$ cat config.mk
export PLATFORM = sky130hd
export DESIGN_NAME = asl_result_sequencer
export DESIGN_NICKNAME = d
export VERILOG_FILES = /design/src/rtl/asl_result_sequencer.sv
export SDC_FILE = /design/constraint.sdc
export NUM_CORES = 1
export LEC_CHECK = 0
export CORE_UTILIZATION = 49
export DETAILED_ROUTE_END_ITERATION = 10
export PLACE_DENSITY = 0.79
export SLEW_MARGIN = 0
export SYNTH_ARGS = -nofsm -noshare
export SYNTH_HDL_FRONTEND = slang
export SYNTH_SLANG_ARGS = --single-unit
export TNS_END_PERCENT = 5
$ cat constraint.sdc
create_clock -name clk -period 2.48 [get_ports clk]
set_input_delay 0.496 -clock clk [delete_from_list [all_inputs] [get_ports clk]]
set_output_delay 0.496 -clock clk [all_outputs]
set_load 0.005 [all_outputs]
$ cat src/rtl/asl_result_sequencer.sv
// asl_result_sequencer: collects one frame of class scores and launches it into the argmax tree.
// The winning index then passes a confidence threshold and an N-frame stability filter, and each
// stable letter is handed to the display/UART consumer over a valid/ready handshake.
module asl_result_sequencer #(
  parameter int         NUM_CLASS  = 29,
  parameter int         ARGMAX_LAT = 3,
  parameter int         TIMEOUT    = 15,
  parameter logic [7:0] CONF_MIN   = 8'd64,
  parameter int         STABLE_N   = 3
) (
  input  logic       clk,
  input  logic       reset,
  input  logic [7:0] score_i,
  input  logic       score_valid_i,
  input  logic       score_last_i,
  output logic       score_ready_o,
  output logic [7:0] am_data_o [NUM_CLASS],
  output logic       am_valid_o,
  input  logic [7:0] am_data_i,
  input  logic [4:0] am_idx_i,
  input  logic       am_valid_i,
  output logic [4:0] res_idx_o,
  output logic [7:0] res_conf_o,
  output logic       res_valid_o,
  input  logic       res_ready_i,
  output logic       frame_err_o,
  output logic       busy_o
);

  localparam int CNT_W = $clog2(NUM_CLASS);
  localparam int TMR_W = $clog2(TIMEOUT);
  localparam int RUN_W = $clog2(STABLE_N + 1);

  localparam logic [CNT_W-1:0] CNT_LAST = CNT_W'(NUM_CLASS - 1);
  localparam logic [TMR_W-1:0] TMR_LAST = TMR_W'(TIMEOUT - 1);
  localparam logic [RUN_W-1:0] RUN_FULL = RUN_W'(STABLE_N);
  localparam logic [RUN_W-1:0] RUN_PRE  = RUN_W'(STABLE_N - 1);
  localparam logic [4:0]       NO_CLASS = 5'h1F;

  // The argmax result must be able to arrive before the wait window closes.
  generate
    if (ARGMAX_LAT >= TIMEOUT) begin : g_bad_timeout
      $error("asl_result_sequencer: TIMEOUT must exceed ARGMAX_LAT");
    end
  endgenerate

  typedef enum logic [2:0] {
    S_COLLECT,
    S_DRAIN,
    S_LAUNCH,
    S_WAIT,
    S_FILTER,
    S_OUTPUT
  } state_t;

  state_t             state_q, state_d;
  logic [CNT_W-1:0]   cnt_q, cnt_d;
  logic [TMR_W-1:0]   timer_q, timer_d;
  logic [4:0]         cand_q, cand_d;
  logic [RUN_W-1:0]   run_q, run_d;
  logic [4:0]         idx_q, idx_d;
  logic [7:0]         conf_q, conf_d;
  logic [7:0]         slot_q [NUM_CLASS];
  logic               slot_we;
  logic               beat_acc;

  // Upstream is only accepted while gathering or discarding beats; held off during reset.
  assign score_ready_o = ~reset & ((state_q == S_COLLECT) | (state_q == S_DRAIN));
  assign beat_acc      = score_valid_i & score_ready_o;
  assign busy_o        = ~((state_q == S_COLLECT) && (cnt_q == '0));
  assign res_idx_o     = idx_q;
  assign res_conf_o    = conf_q;

  generate
    for (genvar gi = 0; gi < NUM_CLASS; gi++) begin : g_am_data
      assign am_data_o[gi] = slot_q[gi];
    end
  endgenerate

  // Next-state logic, strobes and filter update.
  always_comb begin
    state_d     = state_q;
    cnt_d       = cnt_q;
    timer_d     = timer_q;
    cand_d      = cand_q;
    run_d       = run_q;
    idx_d       = idx_q;
    conf_d      = conf_q;
    slot_we     = 1'b0;
    am_valid_o  = 1'b0;
    res_valid_o = 1'b0;
    frame_err_o = 1'b0;
    case (state_q)
      S_COLLECT: begin
        if (beat_acc) begin
          slot_we = 1'b1;
          if (score_last_i) begin
            cnt_d = '0;
            if (cnt_q == CNT_LAST) begin
              state_d = S_LAUNCH;
            end else begin
              frame_err_o = 1'b1;  // short frame
            end
          end else if (cnt_q == CNT_LAST) begin
            frame_err_o = 1'b1;    // long frame: discard the rest
            cnt_d       = '0;
            state_d     = S_DRAIN;
          end else begin
            cnt_d = cnt_q + CNT_W'(1);
          end
        end
      end
      S_DRAIN: begin
        if (beat_acc && score_last_i) begin
          state_d = S_COLLECT;
        end
      end
      S_LAUNCH: begin
        am_valid_o = 1'b1;
        timer_d    = '0;
        state_d    = S_WAIT;
      end
      S_WAIT: begin
        timer_d = timer_q + TMR_W'(1);
        if (am_valid_i) begin
          // A result on the last permitted cycle still counts.
          idx_d   = am_idx_i;
          conf_d  = am_data_i;
          state_d = S_FILTER;
        end else if (timer_q == TMR_LAST) begin
          frame_err_o = 1'b1;
          cand_d      = NO_CLASS;
          run_d       = '0;
          state_d     = S_COLLECT;
        end
      end
      S_FILTER: begin
        if (conf_q < CONF_MIN) begin
          run_d = '0;
        end else if (idx_q == cand_q) begin
          run_d = (run_q == RUN_FULL) ? run_q : run_q + RUN_W'(1);
        end else begin
          cand_d = idx_q;
          run_d  = RUN_W'(1);
        end
        // Emit only on the transition into a full run, so one letter per stable run.
        if (run_d == RUN_FULL && run_q == RUN_PRE) begin
          state_d = S_OUTPUT;
        end else begin
          state_d = S_COLLECT;
        end
      end
      S_OUTPUT: begin
        res_valid_o = 1'b1;
        if (res_ready_i) begin
          state_d = S_COLLECT;
        end
      end
      default: begin
        state_d = S_COLLECT;
      end
    endcase
  end

  // Control and filter-history registers.
  always_ff @(posedge clk) begin
    if (reset) begin
      state_q <= S_COLLECT;
      cnt_q   <= '0;
      timer_q <= '0;
      cand_q  <= NO_CLASS;
      run_q   <= '0;
      idx_q   <= '0;
      conf_q  <= '0;
    end else begin
      state_q <= state_d;
      cnt_q   <= cnt_d;
      timer_q <= timer_d;
      cand_q  <= cand_d;
      run_q   <= run_d;
      idx_q   <= idx_d;
      conf_q  <= conf_d;
    end
  end

  // Score vector: each accepted COLLECT beat lands in the slot addressed by the beat count.
  always_ff @(posedge clk) begin
    for (int k = 0; k < NUM_CLASS; k++) begin
      if (reset) begin
        slot_q[k] <= '0;
      end else if (slot_we && cnt_q == CNT_W'(k)) begin
        slot_q[k] <= score_i;
      end
    end
  end

endmodule

---- Word-level counts from Yosys, hierarchy flattened ----
Memories as Yosys holds them, arrays and structs flattened.
Index checks and enable logic that the tools add are counted.
storage, ports and cells
  register bits ........................... 32
  memory bits (writable) .................. 232
  input bits .............................. 27
  output and inout bits ................... 250
  word-level logic and storage cells ...... 288
  memories kept ........................... 1
memory list
  name    words  bits a word  rd ports  clocked after Yosys merged registers in  wr ports  line  source
  slot_q  29     8            29        0                                        29        63    logic [7:0] slot_q [NUM_CLASS];
cells by class
  $add $sub $neg .......................... 3
  $lt $le $gt $ge ......................... 1
  equal/unequal tests ..................... 47
  multiplexer cells ....................... 154
  bitwise logic cells ..................... 34
  reductions and logical operators ........ 41
operator list
  kind                                                                    number
  8-bit 2-to-1 mux                                                        29
  1-bit 2-to-1 mux                                                        99
  5-bit equality test (second input constant)                             13
  5-bit by 4-bit equality test with 1-bit output (second input constant)  8
  1-bit logical AND                                                       32
  5-bit 2-to-1 mux                                                        6
  1-bit OR                                                                30
  3-bit 2-to-1 mux                                                        9
  5-bit by 3-bit equality test with 1-bit output (second input constant)  4
  3-bit case mux with 6 select lines                                      1
  2-bit 2-to-1 mux                                                        6
  2-bit != test (second input constant)                                   6
  5-bit by 2-bit equality test with 1-bit output (second input constant)  2
  5-bit case mux with 2 select lines                                      1
  5-bit AND reduction                                                     2
  8-bit by 7-bit < comparator with 1-bit output (second input constant)   1
  4-bit case mux with 2 select lines                                      1
  2-bit equality test (second input constant)                             3
  3-bit by 2-bit equality test with 1-bit output (second input constant)  2
  3-bit equality test (second input constant)                             2
  5-bit by 1-bit adder with 5-bit output (second input constant)          1
  5-bit by 1-bit equality test with 1-bit output (second input constant)  1
  5-bit equality test                                                     1
  5-bit zero test                                                         1
  other kinds (14)                                                        19

---- Logic depth before layout (Yosys ltp) ----
Gate-level depths: netlist (run 1).
  depth after elaboration ................. 11
  mapped depth ............................ 7
  gate-level depth less buffers ........... 7

---- Worst setup path after synthesis (run 1) ----
OpenSTA, ideal clock, no wires.
  path type ............................... input to register
  start point ............................. input port reset
  end point ............................... memory slot_q[4][0] (netlist: slot_q[0][32]), enable pin
  setup time .............................. 326 ps
  arrival ................................. 1,824 ps
  required time ........................... 2,154 ps
  slack ................................... 330 ps
  stages .................................. 7
  buffers on the path ..................... 3
  cells stage by stage .................... buf_2 > nand2b_1 > nand2b_4 > buf_6 > nor3_4 > buf_6 > a21o_1
RTL lines
  element      line  source
  from (decl)  12    input logic reset,
  to (decl)    63

---- Worst setup path after layout (run 1) ----
  start point ............................. register state_q[2]
  end point ............................... output port am_valid_o
between the ends
  cells in the longest elaborated chain, start to end .. 2
ends and longest elaborated chain
  element                                         line  source
  from (decl)                                     56    state_t state_q, state_d;
  from (signal assigned)                          176   state_q <= state_d;
  3-bit by 2-bit equality test with 1-bit output  93    case (state_q)
  1-bit 2-to-1 mux                                93
  to (decl)                                       18    output logic am_valid_o,
No other way between the ends.

==> results of run 1 <==
## tightest hold or removal path, cell delays in order, from the launching register on
cell	delay (ns)
dfxtp_1	0.31
nand2_1	0.05
a21oi_1	0.05
## timing repair
item | 4_1_cts | 5_1_grt
pin swaps | 0 | 1
buffers inserted | 0 | 1
gates cloned | 0 | 0
resized for setup | 6 | 3
endpoints found under the setup margin | 3 | 2
## sequential cells by signal, indices dropped and copies added, names as in the netlist
register and count:
cand_q 5, cnt_q 5, res_conf_o 8, res_idx_o 5
run_q 2, slot_q 232, state_q 3, timer_q 4
## power groups by stage
stage               Sequential (uW)  Combinational [uW]  Clock [uW]
finish                         5040                 663        3810
detailed placement             5140                 665           0
global route                   5060                 708        4040
global placement               5140                 655           0
floorplan                      5140                 157           0
CTS                            5050                 668        3860
## cell usage in the layout (no fill, tap or decap), types with 4 or more instances in the layout
cell	netlist	final
mux2i_1	5	5
nand2b_1	5	4
and2_1	137	137
clkbuf_16	0	27
nand2_1	33	33
nand3_1	6	6
edfxtp_1	232	232
or2_2	18	18
clkbuf_1	51	4
clkdlybuf4s50_1	0	273
dfxtp_1	32	29
clkinv_1	0	4
nor2b_1	4	4
ha_1	7	7
and3_1	110	110
nor2_1	27	27
nor3_1	11	11
nand3b_1	4	4
inv_1	8	8
buf_4	2	53
a21o_1	13	13
a21oi_1	25	25
## metrics by stage
step | instances | utilization, % | instance area (um^2) | total power, uW
after global placement | 1322 | 65.56 | 13960 | 5793
after global routing | 1368 | 69.46 | 14790 | 9803
after CTS | 1367 | 69.44 | 14780 | 9573
final | 1369 | 69.48 | 14790 | 9513
after detailed placement | 1322 | 65.56 | 13960 | 5802
after floorplan | 791 | - | 10800 | 5298
## path summary, 6_finish.rpt
| path | start | to | slack (ns) | cells past startpoint |
|---|---|---|---|---|
| setup reg to reg | state_q[2] | slot_q[0][41] | 0.46 | 6 |
| hold reg to reg | res_conf_o[4] | res_conf_o[4] | 0.46 | 2 |
| setup / recovery | state_q[2] | am_valid_o | 0.13 | 3 |
| hold / removal | res_conf_o[4] | res_conf_o[4] | 0.46 | 2 |
## cell families (layout without fill, tap and decap cells)
kind of cell	Yosys count	count (layout)
flops	264	264
mux	5	5
fa+ha+maj	7	7
buf+inv	83	385
xor+xnor	6	6
compound gates	54	54
simple gates	372	372
other cells	0	1
## metal layers
metal | up-vias | global-route usage [%] | part of all wire, %
li1 | 3355 | - | -
met1 | 3338 | 31.05 | 41
met2 | 316 | 39.33 | 49
met3 | 34 | 4.636 | 8.6
met4 | 0 | 4.848 | 1.5
met5 | - | 0 | 0
## layout make-up
| type | instances | area, um^2 | share of cell area (%) |
|---|---|---|---|
| well taps | 275 | 344.1 | 2.327 |
| clock inverters | 14 | 128.9 | 0.8714 |
| diodes | 1 | 2.502 | 0.01692 |
| flip-flops and latches | 264 | 7611 | 51.46 |
| clock buffers | 31 | 690.7 | 4.670 |
| multi-input cells | 444 | 2781 | 18.81 |
| inverters | 8 | 30.03 | 0.2030 |
| repair buffers | 332 | 3201 | 21.64 |
==> flow_summary.ini, run 1 <==
[synthesis]
synth_top_family_by_area = simple AND/OR/NAND/NOR gates
syn-num-nets = 825
syn-cell-area_um2 = 10800
yosysTopAreaCell = edfxtp_1
avgSynthCellArea_um2 = 13.65
synth_top_cells_by_count = edfxtp_1, and2_1, and3_1
async_flop_share_pct = 0
synth_area_leaders = edfxtp_1, and2_1, and3_1
synthXorXnorAreaFrac_pct = 0.4868
synth-compound-area-share_pct = 3.280
synth_simple_gate_area_share_pct = 20.70
ys_ff_latch = 264
synthFlopType = edfxtp_1
yosysWarnings = 0
synth_fa_ha_area_share_pct = 0.8113
muxShareOfSynthArea_pct = 0.4636
synth_seq_area_share_pct = 70.47
yosysTopAreaCellShare_pct = 64.53
synth_edf_count = 232
synth.most_common_cell = edfxtp_1
syn-instance-count = 791
synth_cell_types = 45

[run_status]
status = complete, no violations

[drt]
wirelength_um = 26470
routed_via_density = 5.145
drc = 0
vias = 7043
routedWlPerCell_um = 19.34
firstDrtPassIters = 4
drtIter0Drc = 415
ant_nets = 0

[worst_setup_path]
crit_required_ns = 1.98
crit_type = flip-flop to output port
cp_slowest_cell = clkdlybuf4s50_1
cp.arrival_ns = 1.85
start_kind = flip-flop
critPathCaptureType = output port
cpPeakStageDelay_ns = 0.52
worstPathCellList = nand2b_2 -> nor2_1 -> clkdlybuf4s50_1
cp_max_fo = 10
cp_top_family = buffers and inverters
timing.critical_path.buf_inv = 1

[grt]
grt_usage_pct = 23.24
grt_max_degree = 31
grt_pass1_vias = 6719
grt-ovfl-total = 0
antenna_found_initial = 0
grt_pass1_wl_um = 39230

[timing]
rsz0062_at_grt = no
setup_slack_ns = 0.1333
skew_ns = 0.01168
finalCritPeriodShare_pct = 94.62
setup_violations = 0
fmax_mhz = 426.1
maxSlewViolCount = 0
tns_ns = 0
hold_viol_final = 0
fin_crit_ns = 2.347
holdWs_ns = 0.4568
tightestPinTransition_ns = 0.6850
relSlewSlack_pct = 53.98

[power_and_ir_drop]
peakVddDrop_uv = 448.2
p_clk_share_pct = 40.0
combPwrFrac_pct = 7.0
p_sw_share_pct = 20.83
internal-power_uw = 7531
p_sw_uw = 1982
p_seq_share_pct = 53.0
pwr_density_cell_nw_per_um2 = 643.3
p_leak_uw = 0.005877

[cells_and_area]
n_fill_cell = 1466
syn_to_final_growth_pct = 37.00
drive_above_1_share_pct = 11.71
nNetsFinal = 1110

[clock_network]
numCtsBuffers = 26
hold_buffers = 0
clock_latency_ns = 0.52
path_clk_slew_ns = 0.06
cts_buffer_depth = 3
cts_num_sinks = 264
root_buffer = clkbuf_16
tritoncts = yes
cts_htree_levels = 1

[placed_design]
port_buffers = 276
gp_routability_congestion = 0.8141
dp_hpwl_um = 17510
pre_cts_ws_ns = 0.002356

[run]
drv_cap = 0

[floorplan]
die_w_um = 150.4
die_area_um2 = 22630
start_util_pct = 50.71
io_pins = 277
num_rows = 53
die_height_um = 150.4
core_region_area_um2 = 21290

[hold_path]
min_path_type = flip-flop to flip-flop
Power figures use the tool's default switching activity.
==> run 2, diff against run 1 <==
TNS_END_PERCENT = default   (was 5)
==> results of run 2 <==
Same layout as run 1: the final DEF is identical, and so are final timing and power.
==> run 3, diff against run 2 <==
CORE_UTILIZATION = 25   (was 49)
PLACE_DENSITY = 0.45   (was 0.79)
==> run 3 against run 2 <==
  * Total power is 9.3% higher
  * Sequential share of layout area fell by 2.2 points
  * Via count up 1.5%
  * Flip-flop and latch count did not move
  * Critical path type unchanged
  * Critical endpoint is now res_valid_o
  * Setup slack lost 0.037 ns
==> flow_summary.ini, run 3 (synthesis gave the netlist of run 1 again) <==
[cells_and_area]
drive_above_1_share_pct = 13.36
syn_to_final_growth_pct = 43.09
largest_reg_flops = 232
final_common_cell = clkdlybuf4s50_1
final_cell_mix = clkdlybuf4s50_1, edfxtp_1, and2_1, and3_1, buf_4
nNetsFinal = 1124
stdcell_count = 1655
top_register = slot_q

[floorplan]
start_util_pct = 25.56
die_height_um = 209.8
io_pins = 277
core_region_area_um2 = 42230
die_w_um = 209.8
die_area_um2 = 44020
num_rows = 75

[timing]
maxSlewViolCount = 0
finalCritPeriodShare_pct = 96.11
relSlewSlack_pct = 41.54
rsz0062_at_grt = no
setup_violations = 0
fin_crit_ns = 2.384
skew_ns = 0.02019
tightestPinTransition_ns = 0.8769
fmax_mhz = 419.5
hold_viol_final = 0

[grt]
grt_pass1_wl_um = 48620
antenna_found_initial = 4
grt_max_degree = 44
grt_usage_pct = 15.05
grt_pass1_vias = 7368
grt-ovfl-total = 0

[run_status]
status = complete, no violations

[clock_network]
tritoncts = yes
cts_htree_levels = 1
clock_latency_ns = 0.58
cts_buffer_depth = 3
hold_buffers = 0
path_clk_slew_ns = 0.06
numCtsBuffers = 31
cts_num_sinks = 264
root_buffer = clkbuf_16

[hold_path]
min_path_type = flip-flop to flip-flop

[placed_design]
gp_routability_congestion = 0.7318
port_buffers = 276
dp_hpwl_um = 22340
place_inst = 1595

[drt]
routedWlPerCell_um = 20.42
vias = 7152
ant_nets = 0
routed_via_density = 4.321
drc = 0
wirelength_um = 33800
drtIter0Drc = 272
firstDrtPassIters = 4

[power_and_ir_drop]
p_leak_uw = 0.006037
peakVddDrop_uv = 484.7
pwr_density_cell_nw_per_um2 = 672.9
total_power_uw = 10390

[worst_setup_path]
worstPathCellList = buf_4 -> nand3b_1 -> inv_1 -> clkdlybuf4s50_1
critPathCaptureType = output port
cp_max_fo = 7
crit_type = flip-flop to output port
cpPeakStageDelay_ns = 0.50
cp.arrival_ns = 1.89
crit_required_ns = 1.98
start_kind = flip-flop
cp_slowest_cell = clkdlybuf4s50_1

[run]
drv_cap = 0
[run 3: path summary, 6_finish.rpt]
path                                      end  slack, ns          start  depth (start not counted)
worst max-delay path              res_valid_o        0.1     state_q[1]                          4
worst min-delay path            res_conf_o[0]       0.45  res_conf_o[0]                          2
worst max register to register  slot_q[0][73]       0.39     state_q[2]                          6
worst min register to register  res_conf_o[0]       0.45  res_conf_o[0]                          2
[run 3: critical path, delay by kind of cell, from the launching register on]
kind,cells,cell delay [ns]
buffers and inverters,3,0.75
and+or+nand+nor,1,0.18
DFF,1,0.36
[run 3: metrics by stage]
step	hold WS [ns]	setup WS (ns)	TNS [ns]	area, um^2	utilization [%]
after floorplan	0.4527	0.3304	0	10800	-
after global placement	0.4437	-0.05038	-0.4015	14370	34.04
after detailed placement	0.4509	-0.08037	-0.7637	14370	34.04
after CTS	0.4297	-0.1051	-0.1051	15410	36.49
after global routing	0.4555	0.0006657	0	15440	36.57
final	0.4543	0.09639	0	15450	36.58
[run 3: repair_timing]
| item | in CTS | in global routing |
|---|---|---|
| buffers inserted | 0 | 1 |
| pin swaps | 0 | 3 |
| endpoints found under the setup margin | 4 | 4 |
| gates resized for setup | 7 | 9 |
[run 3: cell type report]
class	instances	area, um^2
clock buffers	40	809.5
repair buffers	341	3288
multi-input cells	444	2821
clock inverters	18	211.5
well taps	539	674.4
inverters	8	30.03
fillers	4117	26780
flip-flops and latches	264	7610
diodes	1	2.502
[run 3: power by group]
part	leakage [uW]	internal, uW	switching, uW
combinational	0.00296	367	344
clock	0.000492	2800	1840
sequential	0.00258	4980	62.1
total	0.00604	8150	2240
[run 3: metal layers]
metal | global-route usage (%) | vias up | wire length (um)
li1 | - | 3398 | -
met1 | 20.22 | 3482 | 15300
met2 | 24.30 | 229 | 15560
met3 | 3.831 | 43 | 2238
met4 | 3.499 | 0 | 701
met5 | 0 | - | 0
